$ cat config.mk
export PLATFORM = sky130hd
export DESIGN_NAME = maze_probe_gen
export DESIGN_NICKNAME = d
export VERILOG_FILES = /design/src/rtl/maze_geom_pkg.sv /design/src/rtl/maze_probe_gen.sv
export SDC_FILE = /design/constraint.sdc
export NUM_CORES = 1
export LEC_CHECK = 0
export ABC_AREA = 1
export ABC_CLOCK_PERIOD_IN_PS = 8600
export CORE_ASPECT_RATIO = 0.8
export CORE_MARGIN = 2
export CORE_UTILIZATION = 60
export DETAILED_ROUTE_END_ITERATION = 7
export PLACE_DENSITY = 0.89
export SYNTH_ARGS = -nofsm -noshare
export SYNTH_HDL_FRONTEND = slang
export SYNTH_SLANG_ARGS = --single-unit
$ cat constraint.sdc
create_clock -name vclk -period 8.6
set_clock_uncertainty 0.1 [all_clocks]
set_input_delay 1.72 -clock vclk [all_inputs]
set_output_delay 1.72 -clock vclk [all_outputs]
set_load 0.02 [all_outputs]
$ cat src/rtl/maze_geom_pkg.sv
// Shared maze/sprite geometry, direction encoding and probe types.
// Also used by the movement and rendering blocks.
package maze_geom_pkg;

  localparam int unsigned SPRITE    = 30;
  localparam int unsigned STEP      = 2;
  localparam int unsigned MAZE_X0   = 150;
  localparam int unsigned MAZE_Y0   = 34;
  localparam int unsigned MAZE_W    = 480;
  localparam int unsigned MAZE_H    = 480;
  localparam int unsigned TUNNEL_Y0 = 250;
  localparam int unsigned TUNNEL_Y1 = 290;

  localparam int unsigned POS_W   = 10;
  localparam int unsigned ADDR_W  = 9;
  localparam int unsigned ARITH_W = 11;
  localparam int unsigned NPROBE  = 12;

  typedef enum logic [1:0] {
    DIR_R = 2'd0,
    DIR_L = 2'd1,
    DIR_U = 2'd2,
    DIR_D = 2'd3
  } dir_e;

  typedef logic [3:0] probe_idx_t;

  // Tag that follows a probe through the one-cycle ROM latency
  typedef struct packed {
    logic valid;
    dir_e dir;
    logic oob;
    logic tun;
  } probe_tag_t;

endpackage

$ cat src/rtl/maze_probe_gen.sv
// Combinational probe-point generator: (px, py, probe index) -> maze address,
// out-of-bounds flag, tunnel-band flag and direction.
module maze_probe_gen
  import maze_geom_pkg::*;
(
  input  logic [POS_W-1:0]  px,
  input  logic [POS_W-1:0]  py,
  input  probe_idx_t        idx,
  output logic [ADDR_W-1:0] row,
  output logic [ADDR_W-1:0] col,
  output logic              oob,
  output logic              tun,
  output dir_e              dir
);

  localparam logic signed [ARITH_W-1:0] X0_S  = ARITH_W'(MAZE_X0);
  localparam logic signed [ARITH_W-1:0] Y0_S  = ARITH_W'(MAZE_Y0);
  localparam logic signed [ARITH_W-1:0] W_S   = ARITH_W'(MAZE_W);
  localparam logic signed [ARITH_W-1:0] H_S   = ARITH_W'(MAZE_H);
  localparam logic signed [ARITH_W-1:0] TY0_S = ARITH_W'(TUNNEL_Y0);
  localparam logic signed [ARITH_W-1:0] TY1_S = ARITH_W'(TUNNEL_Y1);

  logic signed [ARITH_W-1:0] px_s, py_s, off, x, y, r, c;
  logic [1:0] sel;
  logic       row_oob, col_oob;

  always_comb begin
    px_s = $signed(ARITH_W'(px));
    py_s = $signed(ARITH_W'(py));
    dir  = DIR_R;
    sel  = 2'(idx);
    if (idx < 4'd3) begin
      dir = DIR_R;
      sel = 2'(idx);
    end else if (idx < 4'd6) begin
      dir = DIR_L;
      sel = 2'(idx - 4'd3);
    end else if (idx < 4'd9) begin
      dir = DIR_U;
      sel = 2'(idx - 4'd6);
    end else begin
      dir = DIR_D;
      sel = 2'(idx - 4'd9);
    end

    // Offsets along the leading edge: first, middle and last pixel
    case (sel)
      2'd0:    off = '0;
      2'd1:    off = ARITH_W'(SPRITE / 2 - 1);
      default: off = ARITH_W'(SPRITE - 1);
    endcase

    case (dir)
      DIR_R: begin
        x = px_s + ARITH_W'(SPRITE + STEP);
        y = py_s + off;
      end
      DIR_L: begin
        x = px_s - ARITH_W'(STEP - 1);
        y = py_s + off;
      end
      DIR_U: begin
        x = px_s + ARITH_W'(1) + off;
        y = py_s - ARITH_W'(STEP);
      end
      default: begin
        x = px_s + ARITH_W'(1) + off;
        y = py_s + ARITH_W'(SPRITE - 1 + STEP);
      end
    endcase

    r       = y - Y0_S;
    c       = x - X0_S;
    row_oob = (r < 0) || (r >= H_S);
    col_oob = (c < 0) || (c >= W_S);
    oob     = row_oob || col_oob;
    tun     = ((dir == DIR_L) || (dir == DIR_R)) && col_oob && !row_oob &&
              (y >= TY0_S) && (y <= TY1_S);
    row     = ADDR_W'(r);
    col     = ADDR_W'(c);
  end

endmodule

==> impl_metrics.yaml, run 1 <==
yosys:
  synthTopCellsByArea: "nand2_1, inv_1, nand3_1"
  yosys.area_share.simple: 0.600
  synth_compound_area_frac: 0.130
  synthAdderAreaFrac: 0.0973
  yosysSeqAreaShare: 0
  synth.net_count: 535
  synth_area_leader_cell: "nand2_1"
  syn_area_per_cell_um2: 5.51
  synth_top_family_by_area: "simple AND/OR/NAND/NOR gates"
  yosysWarnings: 0
  muxShareOfSynthArea: 0
  netlist_area_mm2: 0.00270
  syn_inst: 490
  synth.top_cell.area_share: 0.168
  ys_types: 42
  synthXorXnorAreaFrac: 0.0259
pwr:
  p_per_area_mw_per_mm2: 111
  p_leak_uw: 0.00169
  p_clk_frac: 0
  swShare: 0.621
  seqPwrFrac: 0
  p_comb_frac: 1.000
  p_switching_uw: 219
  power_uw: 353
  internal-power_uw: 134
  vdd_drop_max_mv: 0.102
placement:
  gp_congestion: 0.955
  portBuffers: 46
  hpwl_um: 6430
  dpl_cell_area_mm2: 0.00318
layout:
  register_area_um2: 0
  area_growth_pct: 17.8
  final_area_mm2: 0.00318
  nFillCells: 373
  n_sequential_cell: 0
  nClkBuffers: 0
  drive_gt1_frac: 0.147
  final_nets: 576
  diodes: 0
  multi_input_area_mm2: 0.00230
floorplanning:
  core_area_mm2: 0.00426
  dieArea_mm2: 0.00506
  start_util: 0.635
  die_h_um: 64.0
  ioPinCount: 46
  num_rows: 21
  die_w_um: 79.0
timing:
  layout_min_cycle_time_ns: 8.05
  tns_ns: 0
  max_slew.worst_pin.slew_ns: 0.631
  maxSlewViolCount: 0
  hold_violations: 0
  setup_violations: 0
  slew_headroom: 0.579
  max_freq_mhz: 124
  period_share: 0.936
  grt_setup_unrepaired: "false"
global_route:
  met2_usage: 0.557
  grt_max_degree: 19
  grtUsageMet1: 0.389
  grt_pass1_vias: 2967
  gr-max-usage-layer: "met2"
  antenna_found_initial: 0
  grt_pass1_wl_um: 12800
  grt.total_usage: 0.302
  grt_overflow: 0
  met3_usage: 0.0155
routing:
  vias_per_cell: 5.76
  via_count: 3375
  postRouteAntennaNets: 0
  wl_per_cell_um: 13.3
  drtIter0Drc: 350
  wl_um: 7790
  drc: 0
  drt-pass1-iter-count: 7
run:
  maxCapViolCount: 0
outcome:
  run_status: "finished clean"
setup_path:
  slowest_delay_ns: 0.61
  worst-path-buf-inv: 4
  critPathMostFrequentCell: "nand2_1"
  crit_fanout: 11
  crit_family: "simple AND/OR/NAND/NOR gates"
  crit_slowest_cell: "clkdlybuf4s50_1"
  endpoint_kind: "output port"
  crit_arrival_ns: 6.23
  crit_required_ns: 6.78
  critPathKind: "input port to output port"
  startpoint_type: "input port"
clock_tree:
  post_cts_buffers: 0
  holdBufCountCts: 0
  cts_resized: 0
hold_path:
  hp-class: "input port to output port"
## placed cells by master (no fill, tap or decap), drive strengths merged
master         synthesis  routed
nand2                160     160
inv                   90      90
nand3                 72      72
clkdlybuf4s50          0      46
nor2                  43      43
a21oi                 22      22
ha                    21      21
o21ai                 19      19
nand4                 17      17
nor3                   9       9
xor2                   7       7
o22ai                  4       4
a31oi                  3       3
o211ai                 2       2
o32ai                  2       2
clkinv                 2       2
and2                   1       1
xnor2                  1       1
a32o                   1       1
a21o                   1       1
o21bai                 1       1
o31ai                  1       1
o221ai                 1       1
or2                    1       1
nor4                   1       1
o311ai                 1       1
## through the flow
step | hold WS [ns] | instances | worst slack, ns | utilization
3_5_place_dp | 4.53 | 586 | 0.654 | 0.748
3_3_place_gp | 4.49 | 586 | 0.877 | 0.748
6_report | 4.53 | 586 | 0.550 | 0.748
4_1_cts | 4.53 | 586 | 0.625 | 0.748
2_1_floorplan | 3.54 | 490 | 2.16 | -
5_1_grt | 4.56 | 586 | 0.213 | 0.748
## layer usage
layer | up-vias | routed length, um | share of wire
met3 | 18 | 549 | 0.071
li1 | 1676 | - | -
met5 | - | 0 | 0
met1 | 1525 | 3470 | 0.45
met2 | 156 | 3650 | 0.47
met4 | 0 | 113 | 0.015
## power groups by stage
stage	registers, uW	clock network [uW]	logic (uW)
6_report	0	0	353
5_1_grt	0	0	388
4_1_cts	0	0	349
3_5_place_dp	0	0	348
3_3_place_gp	0	0	340
2_1_floorplan	0	0	244
## final cells by class
cell class	instances	share of cell area
inverters	92	0.109
multi-input cells	391	0.724
well taps	57	0.0224
repair buffers	46	0.145
## final timing paths
| check | slack (ns) | end | cells after the start | start |
|---|---|---|---|---|
| worst max-delay path | 0.55 | tun | 26 | idx[1] |
| worst min-delay path | 4.53 | col[0] | 4 | px[0] |
## cell families after synthesis
family | Yosys count
AOI/OAI and AO/OA | 58
adders and majority gates | 21
xor gates and xnor gates | 8
buffers and inverters | 99
and+or+nand+nor | 304
## cell usage after synthesis, drive strengths merged
| cell type | count |
|---|---|
| o211ai | 2 |
| and2 | 1 |
| o21bai | 1 |
| buf | 4 |
| nor4 | 1 |
| o22ai | 4 |
| or2 | 1 |
| a21o | 1 |
| o311ai | 1 |
| xor2 | 7 |
| nor3 | 9 |
| nand4 | 17 |
| inv | 90 |
| o221ai | 1 |
| a21oi | 22 |
| nor2 | 43 |
| nand3 | 72 |
| o21ai | 19 |
| a32o | 1 |
| a31oi | 3 |
| clkbuf | 3 |
| o32ai | 2 |
| xnor2 | 1 |
| nand2 | 160 |
| ha | 21 |
| o31ai | 1 |
| clkinv | 2 |
No activity file was read; power rests on OpenSTA's default activity.
==> inputs of run 2 (changes only) <==
--- a/config.mk
+++ b/config.mk
@@ -12,6 +12,7 @@
 export CORE_UTILIZATION = 60
 export DETAILED_ROUTE_END_ITERATION = 7
 export PLACE_DENSITY = 0.89
+export REMOVE_ABC_BUFFERS = 1
 export SYNTH_ARGS = -nofsm -noshare
 export SYNTH_HDL_FRONTEND = slang
 export SYNTH_SLANG_ARGS = --single-unit
==> impl_metrics.yaml, run 2 (synthesis gave the netlist of run 1 again) <==
outcome:
  run_status: "finished clean"
floorplanning:
  die_w_um: 79.0
  dieArea_mm2: 0.00506
  num_rows: 21
  start_util: 0.635
  core_area_mm2: 0.00426
  die_h_um: 64.0
  ioPinCount: 46
global_route:
  grt_max_degree: 19
  met2_usage: 0.529
  grt.total_usage: 0.310
  gr-max-usage-layer: "met2"
  grt_pass1_wl_um: 13200
  antenna_found_initial: 0
  grt_overflow: 0
  grtUsageMet1: 0.435
  met3_usage: 0.0311
  grt_pass1_vias: 3067
timing:
  max_slew.worst_pin.slew_ns: 0.620
  period_share: 0.905
  setup_slack_ns: 0.818
  setup_violations: 0
  max_freq_mhz: 128
  layout_min_cycle_time_ns: 7.78
  maxSlewViolCount: 0
  hold_violations: 0
  grt_setup_unrepaired: "false"
  tns_ns: 0
  slew_headroom: 0.586
clock_tree:
  cts_resized: 0
  post_cts_buffers: 0
  holdBufCountCts: 0
layout:
  nClkBuffers: 0
  final_common_cell: "nand2_1"
  final_core_util: 0.748
  drive_gt1_frac: 0.147
  final_nets: 576
  mostFrequentLayoutCells: "nand2_1, inv_1, nand3_1"
  area_growth_pct: 17.8
  nFillCells: 403
  register_area_um2: 0
  diodes: 0
  n_sequential_cell: 0
setup_path:
  cp_cell_sequence: "clkdlybuf4s50_1, inv_1, ha_1, nand2_2, nand2_2, nand2_4, nand3_4, a21oi_4, inv_1, ha_1, ha_1, o21ai_0, a21oi_1, inv_1, ha_1, o21ai_0, nand3_1, nor2_1, nand3_1, nand2_1, nand3_1, a21oi_2, clkdlybuf4s50_1"
  slowest_delay_ns: 0.61
  endpoint_kind: "output port"
  crit_fanout: 11
  critPathKind: "input port to output port"
  crit_required_ns: 6.78
  crit_slowest_cell: "clkdlybuf4s50_1"
  startpoint_type: "input port"
  critPathMostFrequentCell: "ha_1"
  crit_arrival_ns: 5.96
routing:
  wl_um: 7640
  drt-pass1-iter-count: 6
  wl_per_cell_um: 13.0
  vias_per_cell: 5.60
  via_count: 3283
  drtIter0Drc: 264
  drc: 0
  postRouteAntennaNets: 0
hold_path:
  hp-start: "px[0]"
  whs_path_depth: 4
  hp-class: "input port to output port"
  hold_end: "col[0]"
placement:
  pre_cts_ws_ns: 0.864
  gp_congestion: 1.05
  portBuffers: 46
  hpwl_um: 6240
run:
  maxCapViolCount: 0
pwr:
  vdd_drop_max_mv: 0.0986
  power_uw: 352
  p_per_area_mw_per_mm2: 111
  p_leak_uw: 0.00169
run 2: cell counts in the layout (fill, tap and decap cells not counted):
Identical to the previous run, type by type.
run 2: worst max-delay path: cells and delay by family:
family | cells | cell delay, ns
buf+inv | 5 | 1.54
fa+ha+maj | 4 | 1.01
simple gates | 9 | 0.90
compound gates | 5 | 0.80
run 2: per-stage QoR:
step | cell area (um2) | instances | hold slack (ns)
after global placement | 3180 | 586 | 4.50
final | 3180 | 586 | 4.52
after floorplan | 2650 | 483 | 3.54
after CTS | 3180 | 586 | 4.52
after detailed placement | 3180 | 586 | 4.52
after global routing | 3180 | 586 | 4.57
run 2: how the worst max path moves through the flow:
| stage | depth (start not counted) | endpoint | slack [ns] | from |
|---|---|---|---|---|
| floorplan | 22 | tun | 2.14 | idx[1] |
| global placement | 26 | tun | 0.94 | idx[1] |
| detailed placement | 23 | tun | 0.86 | idx[1] |
| CTS | 23 | tun | 0.84 | idx[1] |
| global route | 26 | tun | 0.36 | idx[0] |
| finish | 23 | tun | 0.82 | idx[1] |
run 2: cell type report:
type	instances	area, um2	area share
Multi-Input combinational cell	391	2300	0.724
Tap cell	57	71.3	0.0224
Inverter	92	347	0.109
Timing Repair Buffer	46	460	0.145
run 2: routing by layer:
layer / vias up / part of all wire
met5: - / 0
met4: 0 / 0.0056
met3: 6 / 0.090
met2: 157 / 0.43
met1: 1437 / 0.48
li1: 1683 / -
run 2: power breakdown:
group / switching [uW] / internal, uW / total (uW)
registers: 0 / 0 / 0
clock network: 0 / 0 / 0
logic: 219 / 133 / 352
